$ cat src/rtl/vector_list_sequencer_pkg.sv
`timescale 1ns/1ps
`default_nettype none
// +----------------------------------------------------------------------------+
// | Package : vector_pkg                                                        |
// | Purpose : Shared types and vector-entry layout helpers for the vector list  |
// |           sequencer and its neighbours (line drawer, vector memory).        |
// |           Entry layout, MSB..LSB: eol, draw, x[CW], y[CW].                  |
// | Rev     : 1.0  initial release                                              |
// +----------------------------------------------------------------------------+
package vector_pkg;

  // Sequencer control states
  typedef enum logic [2:0] {
    ST_IDLE  = 3'd0,
    ST_FETCH = 3'd1,
    ST_WAIT  = 3'd2,
    ST_OFFER = 3'd3,
    ST_DONE  = 3'd4
  } state_t;

  // Address counter control issued by the FSM
  typedef enum logic [1:0] {
    ADR_HOLD = 2'd0,
    ADR_ZERO = 2'd1,
    ADR_INC  = 2'd2
  } adr_op_t;

  // Memory word width for a given coordinate width
  function automatic int entry_width(input int cw);
    return 2 * cw + 2;
  endfunction

  // Field positions inside one memory word
  function automatic int eol_bit(input int cw);
    return 2 * cw + 1;
  endfunction

  function automatic int draw_bit(input int cw);
    return 2 * cw;
  endfunction

  function automatic int x_lsb(input int cw);
    return cw;
  endfunction

  function automatic int y_lsb(input int cw);
    return 0 * cw;
  endfunction

endpackage
`default_nettype wire

$ cat src/rtl/vector_list_sequencer_if.sv
`timescale 1ns/1ps
`default_nettype none
// +----------------------------------------------------------------------------+
// | Interface : vector_list_sequencer_if                                        |
// | Purpose   : Bundles the vector-memory read port and the vector handshake    |
// |             towards the line drawer.                                        |
// | Signals   : mem_adr   seq -> mem   read address                             |
// |             mem_data  mem -> seq   read data, one cycle after mem_adr       |
// |             vec_x/y   seq -> draw  end-point coordinates                    |
// |             vec_draw  seq -> draw  1 = beam on, 0 = move                    |
// |             vec_valid seq -> draw  fields valid                             |
// |             vec_ready draw -> seq  vector accepted                          |
// | Modports  : master (sequencer side), slave (memory / line drawer side)      |
// | Rev       : 1.0  initial release                                            |
// +----------------------------------------------------------------------------+
interface vector_list_sequencer_if
  import vector_pkg::*;
#(
  parameter int ADDRESSWIDTH = 10,
  parameter int COORDWIDTH   = 8
);

  logic [ADDRESSWIDTH-1:0]            mem_adr;
  logic [entry_width(COORDWIDTH)-1:0] mem_data;
  logic [COORDWIDTH-1:0]              vec_x;
  logic [COORDWIDTH-1:0]              vec_y;
  logic                               vec_draw;
  logic                               vec_valid;
  logic                               vec_ready;

  modport master (
    output mem_adr,
    input  mem_data,
    output vec_x,
    output vec_y,
    output vec_draw,
    output vec_valid,
    input  vec_ready
  );

  modport slave (
    input  mem_adr,
    output mem_data,
    input  vec_x,
    input  vec_y,
    input  vec_draw,
    input  vec_valid,
    output vec_ready
  );

endinterface
`default_nettype wire

$ cat src/rtl/vector_list_sequencer_entry_decode.sv
`timescale 1ns/1ps
`default_nettype none
// +----------------------------------------------------------------------------+
// | Module  : vector_entry_decode                                               |
// | Purpose : Combinational split of one vector-memory word into its fields.    |
// | Ports   : i_entry  memory word                                              |
// |           o_eol    end-of-list marker                                       |
// |           o_draw   beam on / move                                           |
// |           o_x/o_y  end-point coordinates                                    |
// | Rev     : 1.0  initial release                                              |
// +----------------------------------------------------------------------------+
module vector_entry_decode
  import vector_pkg::*;
#(
  parameter int COORDWIDTH = 8
) (
  input  wire logic [entry_width(COORDWIDTH)-1:0] i_entry,
  output logic                                    o_eol,
  output logic                                    o_draw,
  output logic [COORDWIDTH-1:0]                   o_x,
  output logic [COORDWIDTH-1:0]                   o_y
);

  assign o_eol  = i_entry[eol_bit(COORDWIDTH)];
  assign o_draw = i_entry[draw_bit(COORDWIDTH)];
  assign o_x    = i_entry[x_lsb(COORDWIDTH) +: COORDWIDTH];
  assign o_y    = i_entry[y_lsb(COORDWIDTH) +: COORDWIDTH];

endmodule
`default_nettype wire

$ cat src/rtl/vector_list_sequencer.sv
`timescale 1ns/1ps
`default_nettype none
// +----------------------------------------------------------------------------+
// | Module  : vector_list_sequencer                                             |
// | Purpose : Per frame, walks the vector list from address 0, fetching one     |
// |           entry per step from a synchronous RAM and offering each decoded   |
// |           vector to the line drawer over valid/ready. Stops at the          |
// |           end-of-list marker or after the top address (never wraps).        |
// | Ports   : clk, rst         clock, synchronous active-high reset             |
// |           i_frame_start    one-cycle request for a new pass                 |
// |           io_bus           memory read port + vector handshake (master)     |
// |           o_busy           pass in progress (state != IDLE)                 |
// |           o_frame_done     one-cycle pulse at end of pass                   |
// |           o_overrun        one-cycle pulse: frame_start while busy          |
// | Rev     : 1.0  initial release                                              |
// +----------------------------------------------------------------------------+
module vector_list_sequencer
  import vector_pkg::*;
#(
  parameter int ADDRESSWIDTH = 10,
  parameter int COORDWIDTH   = 8
) (
  input  wire logic               clk,
  input  wire logic               rst,
  input  wire logic               i_frame_start,
  vector_list_sequencer_if.master io_bus,
  output logic                    o_busy,
  output logic                    o_frame_done,
  output logic                    o_overrun
);

  localparam logic [ADDRESSWIDTH-1:0] C_ADR_ONE = {{(ADDRESSWIDTH-1){1'b0}}, 1'b1};

  state_t                  r_state;
  state_t                  w_state_nxt;
  adr_op_t                 w_adr_op;
  logic [ADDRESSWIDTH-1:0] r_adr;
  logic [COORDWIDTH-1:0]   r_x;
  logic [COORDWIDTH-1:0]   r_y;
  logic                    r_draw;
  logic                    r_valid;
  logic                    r_frame_done;
  logic                    r_overrun;

  logic                    w_eol;
  logic                    w_draw;
  logic [COORDWIDTH-1:0]   w_x;
  logic [COORDWIDTH-1:0]   w_y;
  logic                    w_load_vec;
  logic                    w_valid_nxt;
  logic                    w_accept;
  logic                    w_adr_last;

  vector_entry_decode #(
    .COORDWIDTH (COORDWIDTH)
  ) u_decode (
    .i_entry (io_bus.mem_data),
    .o_eol   (w_eol),
    .o_draw  (w_draw),
    .o_x     (w_x),
    .o_y     (w_y)
  );

  assign w_accept   = r_valid & io_bus.vec_ready;
  // Top of the address space: the pass ends here rather than wrapping to 0
  assign w_adr_last = &r_adr;

  // State register
  always_ff @(posedge clk) begin
    if (rst) begin
      r_state <= ST_IDLE;
    end else begin
      r_state <= w_state_nxt;
    end
  end

  // Next state and datapath control
  always_comb begin
    w_state_nxt = r_state;
    w_adr_op    = ADR_HOLD;
    w_load_vec  = 1'b0;
    w_valid_nxt = r_valid;
    unique case (r_state)
      ST_IDLE: begin
        if (i_frame_start) begin
          w_adr_op    = ADR_ZERO;
          w_state_nxt = ST_FETCH;
        end
      end
      ST_FETCH: begin
        // Address is stable this cycle; the RAM registers the word
        w_state_nxt = ST_WAIT;
      end
      ST_WAIT: begin
        if (w_eol) begin
          w_state_nxt = ST_DONE;
        end else begin
          w_load_vec  = 1'b1;
          w_valid_nxt = 1'b1;
          w_state_nxt = ST_OFFER;
        end
      end
      ST_OFFER: begin
        if (w_accept) begin
          w_valid_nxt = 1'b0;
          if (w_adr_last) begin
            w_state_nxt = ST_DONE;
          end else begin
            w_adr_op    = ADR_INC;
            w_state_nxt = ST_FETCH;
          end
        end
      end
      ST_DONE: begin
        w_state_nxt = ST_IDLE;
      end
      default: begin
        w_state_nxt = ST_IDLE;
      end
    endcase
  end

  // Address counter, output vector registers and status pulses
  always_ff @(posedge clk) begin
    if (rst) begin
      r_adr        <= '0;
      r_x          <= '0;
      r_y          <= '0;
      r_draw       <= 1'b0;
      r_valid      <= 1'b0;
      r_frame_done <= 1'b0;
      r_overrun    <= 1'b0;
    end else begin
      unique case (w_adr_op)
        ADR_ZERO: r_adr <= '0;
        ADR_INC:  r_adr <= r_adr + C_ADR_ONE;
        default:  r_adr <= r_adr;
      endcase
      if (w_load_vec) begin
        r_x    <= w_x;
        r_y    <= w_y;
        r_draw <= w_draw;
      end
      r_valid      <= w_valid_nxt;
      // Pulse is high for exactly the DONE cycle
      r_frame_done <= (w_state_nxt == ST_DONE);
      // A request outside IDLE is dropped; the running pass is unaffected
      r_overrun    <= i_frame_start & (r_state != ST_IDLE);
    end
  end

  assign io_bus.mem_adr   = r_adr;
  assign io_bus.vec_x     = r_x;
  assign io_bus.vec_y     = r_y;
  assign io_bus.vec_draw  = r_draw;
  assign io_bus.vec_valid = r_valid;
  assign o_busy           = (r_state != ST_IDLE);
  assign o_frame_done     = r_frame_done;
  assign o_overrun        = r_overrun;

endmodule
`default_nettype wire
$ cat src/flat_wrapper.sv
// flat-port wrapper written by rule: the top's interface ports become plain ports
module vector_list_sequencer_flat import vector_pkg::*;
#(
  parameter int ADDRESSWIDTH = 10,
  parameter int COORDWIDTH   = 8
)
  (clk, rst, i_frame_start, o_busy, o_frame_done, o_overrun, io_bus_mem_adr, io_bus_mem_data, io_bus_vec_x, io_bus_vec_y, io_bus_vec_draw, io_bus_vec_valid, io_bus_vec_ready);
  vector_list_sequencer_if #(.ADDRESSWIDTH(ADDRESSWIDTH), .COORDWIDTH(COORDWIDTH)) io_bus_i ();
  input  wire logic clk;
  input  wire logic rst;
  input  wire logic i_frame_start;
  output logic o_busy;
  output logic o_frame_done;
  output logic o_overrun;
  output wire logic [$bits(io_bus_i.mem_adr)-1:0] io_bus_mem_adr;
  input wire logic [$bits(io_bus_i.mem_data)-1:0] io_bus_mem_data;
  output wire logic [$bits(io_bus_i.vec_x)-1:0] io_bus_vec_x;
  output wire logic [$bits(io_bus_i.vec_y)-1:0] io_bus_vec_y;
  output wire logic [$bits(io_bus_i.vec_draw)-1:0] io_bus_vec_draw;
  output wire logic [$bits(io_bus_i.vec_valid)-1:0] io_bus_vec_valid;
  input wire logic [$bits(io_bus_i.vec_ready)-1:0] io_bus_vec_ready;
  assign io_bus_mem_adr = io_bus_i.mem_adr;
  assign io_bus_i.mem_data = io_bus_mem_data;
  assign io_bus_vec_x = io_bus_i.vec_x;
  assign io_bus_vec_y = io_bus_i.vec_y;
  assign io_bus_vec_draw = io_bus_i.vec_draw;
  assign io_bus_vec_valid = io_bus_i.vec_valid;
  assign io_bus_i.vec_ready = io_bus_vec_ready;
  vector_list_sequencer #(.ADDRESSWIDTH(ADDRESSWIDTH), .COORDWIDTH(COORDWIDTH)) u_core (.clk(clk), .rst(rst), .i_frame_start(i_frame_start), .io_bus(io_bus_i), .o_busy(o_busy), .o_frame_done(o_frame_done), .o_overrun(o_overrun));
endmodule
$ cat config.mk
export PLATFORM = sky130hd
export DESIGN_NAME = vector_list_sequencer_flat
export DESIGN_NICKNAME = d
export VERILOG_FILES = /design/src/rtl/vector_list_sequencer_pkg.sv /design/src/rtl/vector_list_sequencer_if.sv /design/src/rtl/vector_list_sequencer_entry_decode.sv /design/src/rtl/vector_list_sequencer.sv /design/src/flat_wrapper.sv
export SDC_FILE = /design/constraint.sdc
export NUM_CORES = 1
export LEC_CHECK = 0
export CAP_MARGIN = 25
export CORE_MARGIN = 10
export CORE_UTILIZATION = 43
export DETAILED_ROUTE_END_ITERATION = 16
export GPL_ROUTABILITY_DRIVEN = 0
export MAX_ROUTING_LAYER = met4
export PLACE_DENSITY = 0.77
export SETUP_SLACK_MARGIN = 0.15
export SYNTH_ARGS = -nofsm -noshare
export SYNTH_HDL_FRONTEND = slang
export SYNTH_SLANG_ARGS = --single-unit
$ cat constraint.sdc
create_clock -name clk -period 3.13 [get_ports clk]
set_input_delay 0.4695 -clock clk [delete_from_list [all_inputs] [get_ports clk]]
set_output_delay 0.4695 -clock clk [all_outputs]
set_load 0.005 [all_outputs]
Word level (Yosys, flattened, before mapping)
Index checks and enable logic that the tools add are counted.
{ "word_totals": {"output_inout_bits": 31, "ff_bits": 33} }
{ "op_classes": {"n_mux": 15, "eq_ne": 8, "reduce_logical": 6, "addsub": 1, "bitwise_logic": 2} }
{ "op_table": {"columns": ["cell", "n"], "rows": [
  ["$pmux 10 s2", 1],
  ["$mux 3", 4],
  ["$pmux 3 s4", 1],
  ["$add 10x1->10 const B", 1],
  ["$reduce_and 10->1", 1],
  ["$eq 3x2->1 const B", 2],
  ["$mux 1", 5],
  ["$mux 2", 2],
  ["$pmux 2 s2", 1],
  ["$reduce_bool 2->1", 2],
  ["$eq 3x1->1 const B", 1],
  ["$eq 3x3->1 const B", 1],
  ["$logic_not 3->1", 1],
  ["$reduce_and 3->1", 1],
  ["$reduce_bool 3->1", 1],
  ["$and 1x1->1", 2],
  ["$eq 2x1->1 const B", 1],
  ["$eq 2x2->1 const B", 1],
  ["$ne 2x1->1 const B", 1],
  ["$ne 2x2->1 const B", 1],
  ["$pmux 1 s2", 1]
]} }

Depth between registers and ports, before layout
Gate-level depths: netlist of run 1.
{ "logic_depth": {"word_depth": 6, "mapped_depth": 9, "ltp_nobuf": 8} }

Hierarchy
From an unflattened synthesis of run 1, not the netlist that was laid out.
{ "unflattened": {"hier_cells": 175, "hier_area_um2": 1526.5} }
{ "by_module_without_submodules": {"columns": ["mod", "area_per_inst_um2", "instances", "cells_per_inst"], "rows": [
  ["vector_list_sequencer", 1391.3, 1, 157],
  ["vector_entry_decode", 135.1, 1, 18]
]} }

Least setup slack after synthesis of run 1
No wires, ideal clock.
{ "synth_path": {"kind": "register to register", "start": "register u_core.r_adr[0], in the netlist u_core.io_bus.mem_adr[0]", "end": "register u_core.r_adr[9], in the netlist u_core.io_bus.mem_adr[9]", "path_slack_ps": 607, "setup_time_ps": 121, "stages_incl_launch_ff": 9, "synth_period_minus_slack_ps": 2523, "arrival_ps": 2402, "required_time_ps": 3009, "path_cell_list": "dfxtp_1 -> ha_1 -> nand4_1 -> or3_1 -> and4_1 -> ha_1 -> nand4b_1 -> nor4_1 -> mux2_2"} }
{ "synth_via": {"elab_chain_cells": 6, "elab_cells_between_ends": 9, "cone_classes": "1 x add/sub; 2 x eq/ne; 4 x mux; 2 x reduce/logical"} }
{ "synth_lines": {"columns": ["item", "line_no", "source"], "rows": [
  ["start, declared", "vector_list_sequencer.sv:37", "logic [ADDRESSWIDTH-1:0] r_adr;"],
  ["start signal, assigned", "vector_list_sequencer.sv:136", "ADR_INC: r_adr <= r_adr + C_ADR_ONE;"],
  ["start signal, assigned", "vector_list_sequencer.sv:137", "default: r_adr <= r_adr;"],
  ["$reduce_and 10->1", "vector_list_sequencer.sv:66", "assign w_adr_last = &r_adr;"],
  ["$mux 2", "vector_list_sequencer.sv:106", "if (w_adr_last) begin"],
  ["$mux 2", "vector_list_sequencer.sv:104", "if (w_accept) begin"],
  ["$pmux 2 s2", "vector_list_sequencer.sv:83", "unique case (r_state)"],
  ["$eq 2x2->1 / $eq 2x1->1 (equally long branches)", "vector_list_sequencer.sv:134", "unique case (w_adr_op)"],
  ["$pmux 10 s2 / $reduce_bool 2->1 (equally long branches)", null, null]
]} }
Parallel ways exist; a longest one is shown, timed or not.
A chain may end at the register's enable or synchronous reset.

Final worst setup path of run 1
Same ends and word-level chain as after synthesis.

==> key figures, run 1 <==
Status
  • Status: finished, final reports clean

Logic synthesis
  • Most common cell in the netlist: nand2_1
  • Sequential-to-total area share from yosys stat: 0.480
  • FFs w/ async S/R, synth: 0
  • Post-synth top cells: nand2_1 (36), dfxtp_1 (33), a21oi_1 (21), nor2_1 (9), inv_1 (7)
  • Synth Warn #: 0
  • Cell taking the most area after synthesis: dfxtp_1
  • Syn_nets: 183
  • Post-synthesis average cell area: 8.66 µm²
  • Post-synthesis register bit count: 33
  • Area contributors post-synth: dfxtp_1 (48%), nand2_1 (9.8%), a21oi_1 (7.6%)
  • Synth top area share: 0.480
  • Commonest register cell after synthesis: dfxtp_1
  • Post-synth EDFFs: 0
  • Distinct cells, synth: 36
  • Post-Syn Instances: 159
  • Mapped cell area: 1380 µm²

STA
  • Unrepaired setup endpoints after global routing: false
  • Fin. Hold Viols: 0
  • Max Slew Vio Count: 0
  • Final setup margin: 0.368 ns
  • Fin crit period: 2.76 ns
  • Final period util: 0.882
  • Fin Setup TNS: 0 ns
  • Final setup viols: 0
  • Highest clock rate: 362 MHz
  • Clock Skews: 0.00816 ns
  • Slew of the pin with the lowest slew margin: 0.820 ns
  • Min Hold Slack: 0.458 ns
  • Slew headroom: 0.451

Global route
  • Largest net degree at the start of global routing: 24
  • Total GRT Usage: 0.138
  • GRT overflow: 0
  • Vias in the first global route: 1379
  • Initial antenna violation count: 0
  • First-pass GRT wire length: 6.48 mm

Power
  • Combinational share of power: 0.142
  • P per Cell Area: 395 nW/µm²
  • Switching share of power: 0.246
  • Peak supply drop: 0.000237 V
  • Int Pwr: 0.000587 W
  • Register share of total power: 0.572
  • Clock power share: 0.286
  • P_sw: 0.000191 W
  • Leak Pwr: 0.658 nW

Clock tree
  • CTS tree: built
  • Clock sink count: 33
  • CTS Buf Count: 5
  • Clk slew on worst S/H paths: 0.10 ns
  • Cts hold-fix bufs: 0
  • Clk buf depth: 2
  • CTS H-tree lvls: 2
  • Clk_lat worst skew: 0.33 ns
  • Root buffer cell: clkbuf_4

Cells and area
  • Nets@finish: 238
  • Register area: 661 µm²
  • N_diodes: 0
  • Multi-input logic area: 628 µm²
  • Area Overhead vs Synth: 43.1%
  • Layout Cells excl Fill: 259
  • Share of layout cells above drive strength 1: 0.0651
  • Layout fillers: 279

Placement
  • Placed cell count: 249
  • DPL Wire Length: 2.95 mm
  • Post-Place Setup Slack: 0.386 ns
  • IO buf count: 52

Floorplanning
  • Ports: 53
  • Die area: 5860 µm²
  • Row cnt: 20
  • Initial cell density of the core: 0.451
  • CORE AREA: 3050 µm²
  • Vert. Die Dim: 76.6 µm
  • Width of the chip: 76.6 µm

Routing
  • Pre-Repair DR Iteration Count: 4
  • Drt drc: 0
  • Post-Route WL: 3.80 mm
  • Via count: 1326
  • Antenna-violating nets left: 0
  • Iteration-0 DRC count of the detailed router: 77
  • DR WL/cell: 14.7 µm
  • Avg Vias per Cell: 5.12

Critical path
  • Worst Path Required: 3.36 ns
  • WS Path Type: register to register
  • CP arrival: 2.99 ns
  • CP max FO: 6
  • CP endpoint kind: register
  • Startpoint Class: register

Hold path
  • Hold WC Path Type: register to register

Run
  • Max_cap viols: 0
## kinds of logic after synthesis
kind of cell,after synthesis,synth area share
AND/OR/NAND/NOR,70,0.258
AO/OA/AOI/OAI,33,0.139
flip-flops,33,0.480
buffers and inverters,15,0.0636
XOR/XNOR,4,0.0255
multiplexers,2,0.0155
adder cells (fa/ha/maj),2,0.0182
## sequential cells by signal, indices dropped and copies added (netlist names)
name                     count
u_core.io_bus.mem_adr       10
u_core.io_bus.vec_x          8
u_core.io_bus.vec_y          8
u_core.r_state               3
u_core.io_bus.vec_draw       1
u_core.io_bus.vec_valid      1
u_core.o_frame_done          1
u_core.o_overrun             1
## cell type report
class	count	share of cell area
Multi-Input combinational cell	111	0.319
Inverter	7	0.0133
Sequential cell	33	0.335
Clock buffer	8	0.0248
Timing Repair Buffer	56	0.280
Tap cell	44	0.0280
## path summary, 6_finish.rpt
kind / startpoint / end / slack, ns / cells after the start
setup / recovery: u_core.io_bus.mem_adr[0] / u_core.io_bus.mem_adr[9] / 0.37 / 8
hold / removal: u_core.io_bus.vec_x[2] / u_core.io_bus.vec_x[2] / 0.46 / 2
setup reg to reg: u_core.io_bus.mem_adr[0] / u_core.io_bus.mem_adr[9] / 0.37 / 8
hold reg to reg: u_core.io_bus.vec_x[2] / u_core.io_bus.vec_x[2] / 0.46 / 2
## critical path: stages, from the launching register on
cell      delay [ns]
dfxtp_1         0.40
ha_1            0.22
nand4_1         0.12
or3_1           0.35
and4_1          0.22
ha_1            0.36
nand4b_1        0.34
nor4_1          0.28
mux2_2          0.37
## power groups by stage
stage               clock [W]  sequential [W]  combinational, W
floorplan                   0        0.000451         0.0000548
global placement            0        0.000454          0.000108
detailed placement          0        0.000455          0.000111
CTS                  0.000234        0.000445          0.000112
global route         0.000251        0.000448          0.000121
finish               0.000223        0.000445          0.000110
## placed cells by master, fill, tap and decap left out
cell type and n:
a32oi_1 2, or4_1 2, nor3_1 3, nand2b_1 1
o21bai_1 1, or3_1 3, dfxtp_1 33, o32ai_1 1
buf_4 4, o31ai_1 2, mux2i_1 1, clkbuf_1 3
o21ai_0 4, nand2_1 36, ha_1 2, mux2_2 1
nand4b_1 2, or4b_4 1, and4_1 1, inv_1 7
nor2_1 9, nor3b_1 1, nor4_1 1, clkbuf_4 5
nand3_1 2, xnor2_1 3, nor2b_1 2, nor4b_4 1
a31o_2 1, clkdlybuf4s50_1 52, a21oi_1 21, xor2_1 1
and2_1 1, nand4_1 4, a21oi_2 1
## repair_timing
item,4_1_cts,5_1_grt
gates resized for setup,0,0
setup buffers,0,2
setup endpoints to repair,0,2
## through the flow
step,utilization,area [µm²],power (W)
floorplan,-,1380,0.000505
global placement,0.624,1910,0.000562
detailed placement,0.624,1910,0.000566
CTS,0.640,1950,0.000791
global route,0.645,1970,0.000819
finish,0.645,1970,0.000778
## per-layer routing
| layer | vias up | global-route usage | routed length, µm |
|---|---|---|---|
| met4 | 0 | 0.0558 | 72 |
| li1 | 660 | - | - |
| met1 | 617 | 0.131 | 1480 |
| met3 | 6 | 0.0613 | 273 |
| met5 | - | - | 0 |
| met2 | 43 | 0.241 | 1970 |
Power figures use the tool's default switching activity.
==> inputs of run 2 (changes only) <==
CORE_UTILIZATION = 44   (was 43)
PLACE_DENSITY = 0.76   (was 0.77)
SYNTH_HIERARCHICAL = 1   (was not set)
==> run 2 against run 1 <==
Effect of this change:
- clock power increased by 8%
- synthesized cell count increased by 10%
- maximum frequency grew 6.8%
- sequential share of layout area increased by 0.17 points
==> key figures, run 2 <==
Critical path
  • CP arrival: 2.85 ns (-0.14 ns)
  • CP max FO: 11 (+5)
  • Worst Path Required: 3.39 ns (+0.03 ns)
  • WS Path Type: register to register
  • Startpoint Class: register
  • CP endpoint kind: register

Logic synthesis
  • Distinct cells, synth: 35 (-2.8%)
  • Post-synthesis register bit count: 33 (unchanged)
  • Synth top area share: 0.433 (-0.0472)
  • Post-Syn Instances: 175 (+10%)
  • Most common cell in the netlist: nand2_1
  • Sequential-to-total area share from yosys stat: 0.433 (-0.0472)
  • Synth Warn #: 6 (+6)
  • Cell taking the most area after synthesis: dfxtp_1
  • Mapped cell area: 1530 µm² (+11%)
  • Post-synth EDFFs: 0 (unchanged)
  • Commonest register cell after synthesis: dfxtp_1
  • Syn_nets: 199 (+8.7%)
  • Post-synthesis average cell area: 8.72 µm² (+0.77%)
  • Area contributors post-synth: dfxtp_1 (43%), buf_4 (9.3%), nand2_1 (9.1%)
  • FFs w/ async S/R, synth: 0 (unchanged)
  • Post-synth top cells: nand2_1 (37), dfxtp_1 (33), a21oi_1 (24), buf_4 (19), nor3_1 (5)

STA
  • Unrepaired setup endpoints after global routing: false
  • Final period util: 0.827 (-0.0559)
  • Final setup margin: 0.543 ns (+0.175 ns)
  • Clock Skews: 0.00421 ns (-0.00395 ns)
  • Final setup viols: 0 (unchanged)
  • Max Slew Vio Count: 0 (unchanged)
  • Slew headroom: 0.428 (-0.0231)
  • Fin Setup TNS: 0 ns (unchanged)
  • Slew of the pin with the lowest slew margin: 0.855 ns (+0.0345 ns)
  • Fin. Hold Viols: 0 (unchanged)
  • Highest clock rate: 387 MHz (+6.8%)
  • Fin crit period: 2.59 ns (-0.175 ns)

Placement
  • IO buf count: 52 (unchanged)
  • Post-Place Setup Slack: 0.496 ns (+0.111 ns)
  • DPL Wire Length: 2.78 mm (-5.8%)

Floorplanning
  • Row cnt: 21 (+5.0%)
  • Die area: 6230 µm² (+6.2%)
  • Ports: 53 (unchanged)
  • Width of the chip: 78.9 µm (+3.0%)
  • CORE AREA: 3340 µm² (+9.3%)
  • Initial cell density of the core: 0.457 (+0.00662)
  • Vert. Die Dim: 78.9 µm (+3.0%)

Power
  • Leak Pwr: 0.647 nW (-1.7%)
  • Final Total Pwr: 0.000801 W (+2.9%)
  • Peak supply drop: 0.000227 V (-4.0%)
  • P per Cell Area: 409 nW/µm² (+3.5%)

Clock tree
  • Post-CTS Setup Repair Bufs: 0 (unchanged)
  • CTS tree: built
  • Cts hold-fix bufs: 0 (unchanged)
  • CTS Buf Count: 5 (unchanged)
  • Clock sink count: 33 (unchanged)
  • CTS H-tree lvls: 2 (unchanged)
  • Clk buf depth: 2 (unchanged)
  • Gates resized, CTS repair: 0 (unchanged)
  • Root buffer cell: clkbuf_4
  • Clk_lat worst skew: 0.33 ns (about the same)
  • Clk slew on worst S/H paths: 0.10 ns (about the same)

Status
  • Status: finished, final reports clean

Cells and area
  • N_diodes: 0 (unchanged)
  • Nets@finish: 233 (-2.1%)
  • Area Overhead vs Synth: 28.4%
  • Most common cell after layout, fill and taps aside: clkdlybuf4s50_1
  • Share of layout cells above drive strength 1: 0.0622 (-0.00292)
  • Most frequent cells in the layout: clkdlybuf4s50_1 (52), nand2_1 (37), dfxtp_1 (33), a21oi_1 (24)
  • Max FFs per register: 10 (unchanged)

Global route
  • First-pass GRT wire length: 5.94 mm (-8.3%)
  • GRT overflow: 0 (unchanged)
  • Total GRT Usage: 0.120 (-0.0185)
  • Initial antenna violation count: 0 (unchanged)
  • Vias in the first global route: 1254 (-9.1%)
  • Largest net degree at the start of global routing: 24 (unchanged)

Routing
  • Avg Vias per Cell: 5.13 (+0.19%)
  • Pre-Repair DR Iteration Count: 4 (unchanged)
  • Iteration-0 DRC count of the detailed router: 52 (-32%)
  • DR WL/cell: 14.3 µm (-2.8%)
  • Post-Route WL: 3.63 mm (-4.3%)
  • Drt drc: 0 (unchanged)
  • Antenna-violating nets left: 0 (unchanged)
  • Via count: 1308 (-1.4%)

Hold path
  • Hold WC Path Type: register to register

Run
  • Max_cap viols: 0 (unchanged)
-- run 2: stage by stage --
| stage | utilization | std cells | hold slack (ns) | area [µm²] |
|---|---|---|---|---|
| final | 0.587 | 255 | 0.460 | 1960 |
| after global routing | 0.587 | 255 | 0.480 | 1960 |
| after CTS | 0.587 | 255 | 0.463 | 1960 |
| after detailed placement | 0.571 | 248 | 0.450 | 1900 |
| after global placement | 0.571 | 248 | 0.442 | 1900 |
| after floorplan | - | 175 | 0.453 | 1530 |
-- run 2: critical path, cell delays in order, from the launching register on --
cell and delay (ns):
dfxtp_1 0.42, nand3_1 0.28, nor3_1 0.46, nor4_1 0.11, ha_1 0.37, nand2b_1 0.26, or4_1 0.45, a21oi_1 0.17
-- run 2: routing by layer --
metal,vias to the layer above,routed length (µm),global-route usage
met2,36,1820,0.196
met4,0,63,0.0573
met5,-,0,-
met3,5,236,0.0484
li1,653,-,-
met1,614,1520,0.124
-- run 2: final cells by class --
cell class / count / area [µm²]
Sequential cell: 33 / 661
Fill cell: 296 / 1380
Multi-Input combinational cell: 113 / 647
Clock buffer: 7 / 55.1
Inverter: 3 / 11.3
Timing Repair Buffer: 53 / 528
Tap cell: 46 / 57.6
-- run 2: cells by family after synthesis --
family                   count (synthesis)  share of synthesized area
AO/OA/AOI/OAI                           38                      0.148
XOR/XNOR                                 3                     0.0172
adder cells (fa/ha/maj)                  2                     0.0164
buffers and inverters                   29                      0.143
flip-flops                              33                      0.433
multiplexers                             1                    0.00656
AND/OR/NAND/NOR                         69                      0.235
-- run 2: worst paths after layout --
check / start / endpoint / slack, ns / cells past startpoint
setup / recovery: u_core/io_bus.mem_adr[2] / u_core/io_bus.mem_adr[6] / 0.54 / 7
hold / removal: u_core/io_bus.vec_x[3] / u_core/io_bus.vec_x[3] / 0.46 / 2
setup reg to reg: u_core/io_bus.mem_adr[2] / u_core/io_bus.mem_adr[6] / 0.54 / 7
hold reg to reg: u_core/io_bus.vec_x[3] / u_core/io_bus.vec_x[3] / 0.46 / 2
-- run 2: where the power goes --
group | total (W) | switching [W] | internal, W | leakage [nW]
Sequential | 0.000447 | 0.0000138 | 0.000434 | 0.267
Combinational | 0.000113 | 0.0000447 | 0.0000681 | 0.348
Clock | 0.000241 | 0.000135 | 0.000106 | 0.0314
